File: src/rtl/recip_normalizer_pkg.sv
// Shared constants for the reciprocal normalizer: default widths, the 3QP value 2.0
// and the width of the signed scale exponent.
package recip_normalizer_pkg;

  localparam int W_DEF = 32;
  localparam int F_DEF = 16;
  localparam int P_DEF = 22;
  localparam int SCL_W = 8;

  localparam logic [P_DEF+2:0] TWO_P = (P_DEF + 3)'(1) << (P_DEF + 1);

endpackage

File: src/rtl/msb_find.sv
// Combinational priority encoder: index of the most significant set bit, plus an
// all-zero flag (index reads 0 when the vector is zero).
module msb_find #(
  parameter int WIDTH = 32
) (
  input  logic [WIDTH-1:0]         vec_i,
  output logic [$clog2(WIDTH)-1:0] idx_o,
  output logic                     zero_o
);

  // NOTE: every output gets a default first so no path through the loop infers a latch.
  always_comb begin
    idx_o  = '0;
    zero_o = 1'b1;
    for (int i = 0; i < WIDTH; i++) begin
      if (vec_i[i]) begin
        idx_o  = ($clog2(WIDTH))'(i);
        zero_o = 1'b0;
      end
    end
  end

endmodule

File: src/rtl/recip_normalizer.sv
// Two-stage valid/ready pipeline that normalizes |d| into [2.0, 4.0) as unsigned 3QP
// and emits the scale and sign so that 1/d = sign * (1/out_x) * 2^out_scl.
module recip_normalizer
  import recip_normalizer_pkg::*;
#(
  parameter int W = W_DEF,
  parameter int F = F_DEF,
  parameter int P = P_DEF
) (
  input  logic             clk,
  input  logic             rst_n,
  input  logic             in_valid,
  output logic             in_ready,
  input  logic [W-1:0]     in_d,
  output logic             out_valid,
  input  logic             out_ready,
  output logic [P+2:0]     out_x,
  output logic [SCL_W-1:0] out_scl,
  output logic             out_sign,
  output logic             out_zero,
  output logic             side_sign_d1,
  output logic [SCL_W-1:0] side_scl_d1,
  output logic             side_zero_d1,
  output logic             side_vld_d1
);

  localparam int XW = P + 3;
  localparam int MW = $clog2(W);
  localparam int SW = W + XW;
  localparam logic [XW-1:0] X_TWO = XW'(1) << (P + 1);

  // Holds in_ready low until the first clock edge after reset release.
  logic rdy_en_q;

  logic         s1_valid_q, s1_valid_d;
  logic         s1_sign_q, s1_zero_q;
  logic [W-1:0] s1_abs_q;

  logic             out_valid_q, out_valid_d;
  logic [XW-1:0]    out_x_q, out_x_d;
  logic [SCL_W-1:0] out_scl_q, out_scl_d;
  logic             out_sign_q, out_sign_d, out_zero_q, out_zero_d;

  logic [MW-1:0] msb_idx;
  logic          abs_zero;
  logic [SW-1:0] ext;
  int            e;

  logic in_fire, s2_advance;

  assign s2_advance = s1_valid_q && (!out_valid_q || out_ready);
  assign in_ready   = rdy_en_q && (!s1_valid_q || s2_advance);
  assign in_fire    = in_valid && in_ready;

  assign s1_valid_d  = in_fire ? 1'b1 : (s2_advance ? 1'b0 : s1_valid_q);
  assign out_valid_d = s2_advance ? 1'b1 : (out_valid_q && !out_ready);

  msb_find #(.WIDTH(W)) u_msb_find (
    .vec_i  (s1_abs_q),
    .idx_o  (msb_idx),
    .zero_o (abs_zero)
  );

  // e places the leading one of |d| at bit P+1; right shifts simply drop low bits.
  always_comb begin
    ext = SW'(s1_abs_q);
    e   = (P + 1) - int'(msb_idx);
    if (abs_zero) begin
      out_x_d = X_TWO;
    end else if (e >= 0) begin
      out_x_d = XW'(ext << e);
    end else begin
      out_x_d = XW'(ext >> (-e));
    end
    out_scl_d  = s1_zero_q ? '0 : SCL_W'(e + F - P);
    out_sign_d = s1_zero_q ? 1'b0 : s1_sign_q;
    out_zero_d = s1_zero_q;
  end

  // NOTE: all state updates use non-blocking assignments so every register samples pre-edge values.
  always_ff @(posedge clk or negedge rst_n) begin
    if (!rst_n) begin
      rdy_en_q   <= 1'b0;
      s1_valid_q <= 1'b0;
      s1_sign_q  <= 1'b0;
      s1_zero_q  <= 1'b0;
      s1_abs_q   <= '0;
    end else begin
      rdy_en_q   <= 1'b1;
      s1_valid_q <= s1_valid_d;
      if (in_fire) begin
        s1_sign_q <= in_d[W-1];
        s1_abs_q  <= in_d[W-1] ? ('0 - in_d) : in_d;
        s1_zero_q <= (in_d == '0);
      end
    end
  end

  always_ff @(posedge clk or negedge rst_n) begin
    if (!rst_n) begin
      out_valid_q <= 1'b0;
      out_x_q     <= X_TWO;
      out_scl_q   <= '0;
      out_sign_q  <= 1'b0;
      out_zero_q  <= 1'b0;
    end else begin
      out_valid_q <= out_valid_d;
      if (s2_advance) begin
        out_x_q    <= out_x_d;
        out_scl_q  <= out_scl_d;
        out_sign_q <= out_sign_d;
        out_zero_q <= out_zero_d;
      end
    end
  end

  // Sideband trails the output by one cycle to line up with the LUT read.
  always_ff @(posedge clk or negedge rst_n) begin
    if (!rst_n) begin
      side_sign_d1 <= 1'b0;
      side_scl_d1  <= '0;
      side_zero_d1 <= 1'b0;
      side_vld_d1  <= 1'b0;
    end else begin
      side_sign_d1 <= out_sign_q;
      side_scl_d1  <= out_scl_q;
      side_zero_d1 <= out_zero_q;
      side_vld_d1  <= out_valid_q && out_ready;
    end
  end

  assign out_valid = out_valid_q;
  assign out_x     = out_x_q;
  assign out_scl   = out_scl_q;
  assign out_sign  = out_sign_q;
  assign out_zero  = out_zero_q;

endmodule
File: config.mk
export PLATFORM = sky130hd
export DESIGN_NAME = recip_normalizer
export DESIGN_NICKNAME = d
export VERILOG_FILES = /design/src/rtl/recip_normalizer_pkg.sv /design/src/rtl/msb_find.sv /design/src/rtl/recip_normalizer.sv
export SDC_FILE = /design/constraint.sdc
export NUM_CORES = 1
export LEC_CHECK = 0
export CORE_MARGIN = 4
export CORE_UTILIZATION = 50
export CTS_CLUSTER_DIAMETER = 60
export DETAILED_ROUTE_END_ITERATION = 12
export PLACE_DENSITY_LB_ADDON = 0.15
export SLEW_MARGIN = 30
export SYNTH_ARGS = -nofsm -noshare
export SYNTH_HDL_FRONTEND = slang
export SYNTH_SLANG_ARGS = --single-unit
File: constraint.sdc
create_clock -name clk -period 4.9 [get_ports clk]
set_clock_uncertainty 0.15 [all_clocks]
set_input_delay 0.735 -clock clk [delete_from_list [all_inputs] [get_ports clk]]
set_output_delay 0.735 -clock clk [all_outputs]
set_load 0.02 [all_outputs]
==> flow_summary.json <==
{
  "peakVddDrop_mv": 0.254,
  "r2r_slack_ns": 0.29,
  "grt_max_degree": 82,
  "die_x_um": 132,
  "tightest_slew_ns": 0.889,
  "ios": 84,
  "drc": 0,
  "p_per_area_nw_per_um2": 546,
  "synth_area_um2": 7700,
  "clk_latency_ns": 0.37,
  "antenna_found_initial": 1,
  "die_y_um": 132,
  "cts_buffers": 9,
  "dp_hpwl_mm": 21.8,
  "fin_crit_sh_pct": 94.0,
  "cp_max_fo": 17,
  "setup_tns_ns": 0,
  "synth_cells": 987,
  "clkPwrFrac_pct": 14.8,
  "netSwitchingPower_uw": 2460,
  "post_drt_wl_per_cell_um": 23.4,
  "port_buffers": 83,
  "postCtsSetupBuffers": 0,
  "cp-start-kind": "flop",
  "worstPathRequired_ns": 4.99,
  "firstDrtPassIters": 7,
  "place.gp.congestion": 0.982,
  "grt_pass1_vias": 7795,
  "ant_nets": 0,
  "cts-root-buf": "clkbuf_16",
  "synth_edf_count": 0,
  "hold_path_class": "primary input to async pin",
  "synth-seq-cells": 81,
  "hold_viol": 0,
  "drive_gt1_share_pct": 11.6,
  "core-area_um2": 15100,
  "setup_viol": 0,
  "p_leak_uw": 0.00362,
  "fin_crit_ns": 4.61,
  "worstSetupEndpointType": "flop",
  "clkTransAtPathRegs_ns": 0.08,
  "synth.distinct_cells": 93,
  "status": "finished, final reports clean",
  "cp.arrival_ns": 4.70,
  "row_count": 45,
  "drt_wl_total_mm": 28.8,
  "initial_utilization_pct": 50.9,
  "areaGrowthSynthToFinish_pct": 17.9,
  "synth_area_per_cell_um2": 7.81,
  "r2r-start": "s1_abs_q[24]",
  "htree_levels": 3,
  "antennaDiodeCount": 0,
  "async_flop_share_pct": 100,
  "final_core_util_pct": 60.0,
  "grt-ovfl-total": 0,
  "cts.path.max_buffers": 2,
  "n_fill_cell": 1396,
  "pwr-share-seq_pct": 20.7,
  "cts_tree": "yes",
  "place_ws_ns": 0.176,
  "p_int_uw": 2500,
  "reg2reg_to": "out_x[5]",
  "setup.worst_path.class": "flop to flop",
  "die-area_um2": 17500,
  "p_sw_share_pct": 49.5,
  "drtIter0Drc": 1185,
  "max_freq_ghz": 0.217,
  "num_vias": 8211,
  "slew_viol_final": 0,
  "setup_ws_ns": 0.293,
  "ys_seq_area_share_pct": 26.3,
  "cts.sinks": 81,
  "finish.net_count": 1086,
  "r2r_cells": 16,
  "grt_pass1_wl_mm": 44.6,
  "pwr-share-comb_pct": 64.5,
  "maxCapViolCount": 0,
  "max_slew_margin_pct": 39.2,
  "synth_top_flop_cell": "dfrtp_1",
  "yosysWarnings": 0,
  "vias_per_cell": 6.68,
  "syn_nets": 1037,
  "grt_util_all_layers_pct": 32.3
}
[power groups by stage]
stage / Combinational (uW) / Clock [uW] / Sequential [uW]
after detailed placement: 3080 / 0 / 1040
after global placement: 3090 / 0 / 1030
after floorplan: 1850 / 0 / 1110
after CTS: 3090 / 738 / 1020
final: 3200 / 735 / 1030
after global routing: 3360 / 762 / 1060
[state kept, by name, summed over array words and instances, names as in the netlist, 7 cells and up]
name         cells
out_scl          7
out_x           25
s1_abs_q        32
side_scl_d1      7
[placed cells by master (no fill, tap or decap), drive strengths merged, types with 10 or more instances in the layout]
master         count
a211oi            23
or3               16
o211ai            11
nand2b            15
mux2i             36
nor3              29
inv               25
o21ai            100
nor4              10
xor2              27
ha                13
a31oi             11
nor2              68
buf               51
nand2            112
and2              10
nand3             62
clkdlybuf4s50     81
o31ai             17
a22oi             20
mux2              11
a21oi             35
dfrtp             80
[cell type report]
type                    count  area, um2  share of cell area [%]
clock buffers               9        225                    2.48
repair buffers            132       1220                    13.4
flip-flops and latches     81       2030                    22.3
multi-input cells         792       5220                    57.4
inverters                  20       77.6                   0.854
well taps                 188        235                    2.59
clock inverters             7       83.8                   0.923
[through the flow]
| stage | total power (uW) | instances | area (um2) | hold WS (ns) |
|---|---|---|---|---|
| after CTS | 4850 | 1229 | 9060 | 0.260 |
| final | 4960 | 1229 | 9090 | 0.256 |
| after floorplan | 2960 | 987 | 7700 | 0.289 |
| after detailed placement | 4110 | 1213 | 8750 | 0.234 |
| after global placement | 4130 | 1213 | 8740 | 0.232 |
| after global routing | 5180 | 1229 | 9090 | 0.273 |
[synthesized netlist by cell type, types with 4 or more instances]
master     number  area (um2)
a2111oi_0       7        61.3
a211oi_1       23         173
a21oi_1        35         175
a221oi_1        8        70.1
a22o_1          7        61.3
a22oi_1        20         150
a311oi_1        5        43.8
a31oi_1        11        68.8
a32oi_1         4        35.0
and2_1          9        56.3
and3_1          8        50.1
buf_1          13        48.8
buf_2          18        90.1
buf_4           8        60.1
clkbuf_1       51         191
dfrtp_1        80        2000
ha_1           13         163
inv_1          19        71.3
mux2_2         11         124
mux2i_1        36         360
mux4_2          6         135
nand2_1       112         420
nand2b_1       14        87.6
nand3_1        62         310
nand4_1         9        56.3
nor2_1         68         255
nor2b_1         7        43.8
nor3_1         29         145
nor4_1          7        43.8
o211ai_1       10        75.1
o21ai_0        97         485
o221ai_1        4        35.0
o22ai_1         9        56.3
o31ai_1        16         120
o41ai_1         6        52.6
or2_2           8        50.1
or3_1          15        93.8
or4_1           9        67.6
xnor2_1         6        52.6
xor2_1         27         236
[worst max-delay path by stage]
stage | cells past startpoint | startpoint | end
floorplan | 19 | s1_abs_q[12] | out_x[7]
global placement | 14 | s1_abs_q[29] | out_x[5]
detailed placement | 14 | s1_abs_q[29] | out_x[5]
CTS | 14 | s1_abs_q[29] | out_x[5]
global route | 17 | s1_abs_q[28] | out_x[5]
finish | 16 | s1_abs_q[24] | out_x[5]
[per-layer routing]
metal | GRT usage (%) | wire, um | vias to the layer above
met5 | 0 | 13 | -
met4 | 14.9 | 1240 | 2
met3 | 6.03 | 2510 | 88
met2 | 50.5 | 13100 | 493
met1 | 43.4 | 12000 | 3830
li1 | - | - | 3798
[critical path: stages, from the launching register on]
cell	delay (ns)
dfrtp_1	0.45
nor4_1	0.55
nand2_1	0.11
a31o_2	0.41
ha_1	0.27
inv_1	0.23
nand4_1	0.15
ha_1	0.22
nor4b_2	0.39
nand3_2	0.23
buf_4	0.27
nor2_1	0.20
buf_4	0.18
nand2_1	0.13
nor2_1	0.14
o21bai_1	0.08
a221oi_1	0.30
[kinds of logic (layout without fill, tap and decap cells)]
group                    count (synthesis)  in the layout  share of synthesized area, %
flip-flops                              81             81                          26.3
buffers and inverters                  114            168                          6.50
AO/OA/AOI/OAI                          315            315                          28.1
adder cells (fa/ha/maj)                 14             14                          2.37
AND/OR/NAND/NOR                        374            374                          24.1
XOR/XNOR                                35             35                          4.47
multiplexers                            53             53                          8.04
other                                    1              1                        0.0487
[repair_timing]
action	in CTS	in global routing
hold endpoints to repair	0	0
resized for setup	0	9
hold buffers	0	0
setup endpoints to repair	0	4
(Power assumes the default switching activity.)
